--- src/rtl/mul_seq_core.sv ---
// -----------------------------------------------------------------------------
// mul_seq_core
//
// Sequential signed shift-add multiplier. A start tick in IDLE captures both
// operands as magnitudes plus a result sign. RUN performs one add/shift step
// per cycle. FINAL applies the sign and publishes the product with a
// one-cycle done pulse. The product is held until the next completion.
//
// Optional feature (compile-time macro):
//   MUL_EARLY_EXIT_EN - defined: RUN ends as soon as the remaining multiplier
//                       bits are all zero, so latency tracks the highest set
//                       bit of |B|. Undefined: always WIDTH iterations, with a
//                       fixed latency of WIDTH+2 cycles.
//
// Parameters:
//   WIDTH         operand width in bits; the product is 2*WIDTH bits wide
//
// Ports:
//   clk           system clock, rising edge
//   rst           asynchronous reset, active low
//   start         one-cycle start tick, sampled only in IDLE
//   multiplicand  signed operand A, sampled with start
//   multiplier    signed operand B, sampled with start
//   product       signed A*B, updated only on completion
//   busy          high while an operation is in progress
//   done          one-cycle pulse in the first cycle of a new product
// -----------------------------------------------------------------------------
module mul_seq_core #(
  parameter int WIDTH = 8
) (
  input  logic                 clk,
  input  logic                 rst,
  input  logic                 start,
  input  logic [WIDTH-1:0]     multiplicand,
  input  logic [WIDTH-1:0]     multiplier,
  output logic [2*WIDTH-1:0]   product,
  output logic                 busy,
  output logic                 done
);

  // The counter must be able to hold WIDTH itself.
  localparam int CW = $clog2(WIDTH + 1);
  localparam logic [CW-1:0] LAST_ITER = CW'(WIDTH - 1);

  typedef enum logic [1:0] {
    IDLE  = 2'd0,
    RUN   = 2'd1,
    FINAL = 2'd2
  } state_t;

  state_t               state_reg;
  logic [2*WIDTH-1:0]   mc_reg;       // shifted multiplicand magnitude
  logic [WIDTH-1:0]     mr_reg;       // remaining multiplier magnitude bits
  logic [2*WIDTH-1:0]   acc_reg;      // unsigned partial product
  logic [CW-1:0]        cnt_reg;      // completed iterations
  logic                 sign_reg;     // result is negative
  logic [2*WIDTH-1:0]   product_reg;
  logic                 busy_reg;
  logic                 done_reg;

  // Magnitudes are taken as WIDTH-bit unsigned values, so the most negative
  // operand maps to 2^(WIDTH-1) without overflow.
  logic [WIDTH-1:0]     a_mag_next;
  logic [WIDTH-1:0]     b_mag_next;
  logic [2*WIDTH-1:0]   acc_next;
  logic [2*WIDTH-1:0]   signed_next;

  always_comb begin
    a_mag_next = multiplicand[WIDTH-1] ? (~multiplicand + 1'b1) : multiplicand;
    b_mag_next = multiplier[WIDTH-1]   ? (~multiplier + 1'b1)   : multiplier;
  end

  always_comb begin
    acc_next = mr_reg[0] ? (acc_reg + mc_reg) : acc_reg;
  end

  // Two's-complement negation of zero is zero, so a zero magnitude with the
  // sign set still yields a zero product.
  always_comb begin
    signed_next = sign_reg ? (~acc_reg + 1'b1) : acc_reg;
  end

  always_ff @(posedge clk or negedge rst) begin
    if (!rst) begin
      state_reg   <= IDLE;
      mc_reg      <= '0;
      mr_reg      <= '0;
      acc_reg     <= '0;
      cnt_reg     <= '0;
      sign_reg    <= 1'b0;
      product_reg <= '0;
      busy_reg    <= 1'b0;
      done_reg    <= 1'b0;
    end else begin
      done_reg <= 1'b0;
      case (state_reg)
        IDLE: begin
          if (start) begin
            mc_reg    <= {{WIDTH{1'b0}}, a_mag_next};
            mr_reg    <= b_mag_next;
            sign_reg  <= multiplicand[WIDTH-1] ^ multiplier[WIDTH-1];
            acc_reg   <= '0;
            cnt_reg   <= '0;
            busy_reg  <= 1'b1;
            state_reg <= RUN;
          end
        end

        RUN: begin
`ifdef MUL_EARLY_EXIT_EN
          // No multiplier bits left: the accumulator is already final, so
          // this cycle takes the FINAL role directly. That keeps the done
          // pulse at cycle iterations+2 (cycle 2 for a zero multiplier).
          if (mr_reg == '0) begin
            product_reg <= signed_next;
            done_reg    <= 1'b1;
            busy_reg    <= 1'b0;
            state_reg   <= IDLE;
          end else begin
            acc_reg <= acc_next;
            mc_reg  <= mc_reg << 1;
            mr_reg  <= mr_reg >> 1;
            cnt_reg <= cnt_reg + CW'(1);
            if (cnt_reg == LAST_ITER) begin
              state_reg <= FINAL;
            end
          end
`else
          acc_reg <= acc_next;
          mc_reg  <= mc_reg << 1;
          mr_reg  <= mr_reg >> 1;
          cnt_reg <= cnt_reg + CW'(1);
          if (cnt_reg == LAST_ITER) begin
            state_reg <= FINAL;
          end
`endif
        end

        FINAL: begin
          product_reg <= signed_next;
          done_reg    <= 1'b1;
          busy_reg    <= 1'b0;
          state_reg   <= IDLE;
        end

        default: begin
          state_reg <= IDLE;
          busy_reg  <= 1'b0;
        end
      endcase
    end
  end

  assign product = product_reg;
  assign busy    = busy_reg;
  assign done    = done_reg;

endmodule
--- config.mk ---
export PLATFORM = sky130hd
export DESIGN_NAME = mul_seq_core
export DESIGN_NICKNAME = d
export VERILOG_FILES = /design/src/rtl/mul_seq_core.sv
export SDC_FILE = /design/constraint.sdc
export NUM_CORES = 1
export LEC_CHECK = 0
export CORE_MARGIN = 2
export CORE_UTILIZATION = 40
export CTS_CLUSTER_SIZE = 20
export DETAILED_ROUTE_END_ITERATION = 10
export GPL_ROUTABILITY_DRIVEN = 0
export PLACE_DENSITY = 0.61
export SLEW_MARGIN = 20
export SYNTH_ARGS = -nofsm -noshare
export SYNTH_HDL_FRONTEND = slang
export SYNTH_SLANG_ARGS = --single-unit
--- constraint.sdc ---
create_clock -name clk -period 2.95 [get_ports clk]
set_input_delay 0.4425 -clock clk [delete_from_list [all_inputs] [get_ports clk]]
set_output_delay 0.4425 -clock clk [all_outputs]
set_load 0.005 [all_outputs]
==> results_dict.tcl <==
set metrics [dict create \
    drt_iter0_drc 120 \
    tritoncts "done" \
    ir_worst_vdd_mv 0.445 \
    clock_skew_ns 0.00729 \
    synth.most_common_cell "nand2_1" \
    routed-via-count 2942 \
    power.total_mw 4.67 \
    area_growth_pct 19.8 \
    ys_top_cells_by_count "69 x nand2_1, 65 x dfrtp_1, 56 x o21ai_0, 21 x nand3_1, 21 x xor2_1" \
    rsz0062_at_grt "no" \
    fmax_ghz 0.383 \
    track_usage_pct 16.7 \
    wl_mm 7.53 \
    dpl_worst_slack_ns 0.368 \
    power.density_nw_per_um2 1050 \
    setup_viol 0 \
    grt_max_degree 34 \
    yosys_register_bits 65 \
    die_height_um 100 \
    viasPerCell 5.21 \
    worst_pin_slew_ns 0.901 \
    numClockSinks 65 \
    slew_viol_final 0 \
    design_area_um2 4450 \
    grt_pass1_vias 2826 \
    final.min_clock_period_ns 2.61 \
    nets 488 \
    yosysUniqueCellTypes 44 \
    path_max_fanout 4 \
    ys_seq_area_share_pct 43.8 \
    tns_ns 0 \
    antenna_found_initial 0 \
    cp-start-kind "flip-flop" \
    critical_path_class "reg -> reg" \
    postSynthCellCount 411 \
    drive_gt1_share_pct 6.39 \
    cts.repair.resized 0 \
    post-dp-hpwl_mm 5.80 \
    ioPinCount 37 \
    fin_hold_ws_ns 0.0172 \
    critical_path_arrival_ns 2.83 \
    endpoint_kind "flip-flop" \
    crit_start "acc_reg[0]" \
    reg2reg_depth 10 \
    yosys_warnings 0 \
    dpl_cell_area_um2 4200 \
    cts_made_buffers 9 \
    fp.coreArea_um2 9110 \
    final_util_pct 48.8 \
    insertion_delay_ns 0.34 \
    cts_hold_buf 0 \
    period_share_pct 88.4 \
    synth_top_area_cell "dfrtp_1" \
    slew_headroom_pct 39.8 \
    port_buffers 36 \
    dr.pass1.iters 4 \
    leakage_nw 2.00 \
    r2r_start "acc_reg[0]" \
    timing.final.hold_violations 0 \
    synth_flop_cell "dfrtp_1" \
    ant_nets 0 \
    synth_area_leaders "dfrtp_1 44%, o21ai_0 7.5%, nand2_1 7.0%" \
    synth_edf_count 0 \
    syn_nets 450 \
    wl_per_cell_um 13.3 \
    fin_ws_ns 0.341 \
    drc 0 \
    fin_cells 565 \
    synth_top_area_share_pct 43.8 \
    die_x_um 100 \
    async_flop_share_pct 100 \
    grt_pass1_wl_mm 13.3 \
    cts_root_buf "clkbuf_8" \
    clkTransAtPathRegs_ns 0.07 \
    start_util_pct 40.8 \
    diodes 0 \
    synth_area_per_cell_um2 9.04 \
    die_area_um2 10100 \
    hp-class "in -> async" \
    status "finished, final reports clean" \
    htree_num_levels 3 \
    placedCellCount 549 \
    num_rows 35 \
    cp_data_required_time_ns 3.17 \
    maxCapViolCount 0 \
    clockBufferDepth 2 \
    fill_cells 889 \
    postCtsSetupBuffers 0 \
    synth_area_um2 3710 \
    gr-total-overflow 0 \
]
-- worst max-delay path: stages (launching register included) --
cell and delay, ns:
dfrtp_1 0.40, ha_1 0.18, inv_1 0.05, fa_1 0.39, nor2b_1 0.21, o2111ai_1 0.15, a21oi_1 0.25, nor2_1 0.10
o311ai_0 0.44, mux2i_1 0.23, nand3_1 0.08
-- worst paths after layout --
path | to | slack [ns]
worst min-delay path | product[1] | 0.02
min in group clk | product[2] | 0.48
max in group asynchronous | mc_reg[14] | 2.23
worst min register to register | product[2] | 0.48
worst max-delay path | acc_reg[14] | 0.34
worst max register to register | acc_reg[14] | 0.34
-- cells by family (layout without fill, tap and decap cells) --
group                      after synthesis  after routing  synth area share (%)
buffers and inverters                   28             71                  2.83
AOI/OAI and AO/OA                      108            108                  17.7
adders and majority gates               20             20                  6.94
muxes                                    5              5                  1.35
DFF                                     65             65                  43.8
xor gates and xnor gates                37             37                  8.73
and+or+nand+nor                        148            148                  18.6
-- layout make-up --
cell class	count	area, um2	area share, %
clock buffers	11	141	3.18
clock inverters	5	103	2.31
inverters	11	41.3	0.928
multi-input cells	318	1980	44.6
flip-flops and latches	65	1630	36.6
well taps	111	139	3.12
repair buffers	44	415	9.34
-- routing by layer --
metal,share of wire [%],track usage [%]
met1,48,21.7
met2,47,27.9
met3,4.1,4.39
met4,1.2,4.21
met5,0,0
-- cells in the final DEF (no fill, tap or decap), drive strengths merged, types with 2 or more instances in the layout --
| cell type | count |
|---|---|
| a21o | 5 |
| a21oi | 14 |
| a221o | 2 |
| a22o | 2 |
| a22oi | 11 |
| a31oi | 4 |
| buf | 9 |
| bufinv | 3 |
| clkbuf | 11 |
| clkdlybuf4s50 | 35 |
| dfrtp | 65 |
| ha | 19 |
| inv | 11 |
| mux2i | 5 |
| nand2 | 70 |
| nand2b | 4 |
| nand3 | 21 |
| nand4 | 6 |
| nor2 | 20 |
| nor2b | 5 |
| nor3 | 4 |
| nor3b | 4 |
| o21a | 2 |
| o21ai | 56 |
| o21bai | 2 |
| o31ai | 3 |
| o41ai | 2 |
| or3 | 3 |
| or4 | 5 |
| xnor2 | 16 |
| xor2 | 21 |
-- report_power, final --
part | internal, mW | total (mW) | switching [mW]
clock network | 0.583 | 0.916 | 0.333
registers | 1.24 | 1.57 | 0.333
logic | 1.01 | 2.17 | 1.16
total | 2.84 | 4.67 | 1.83
No activity file was read; power rests on OpenSTA's default activity.
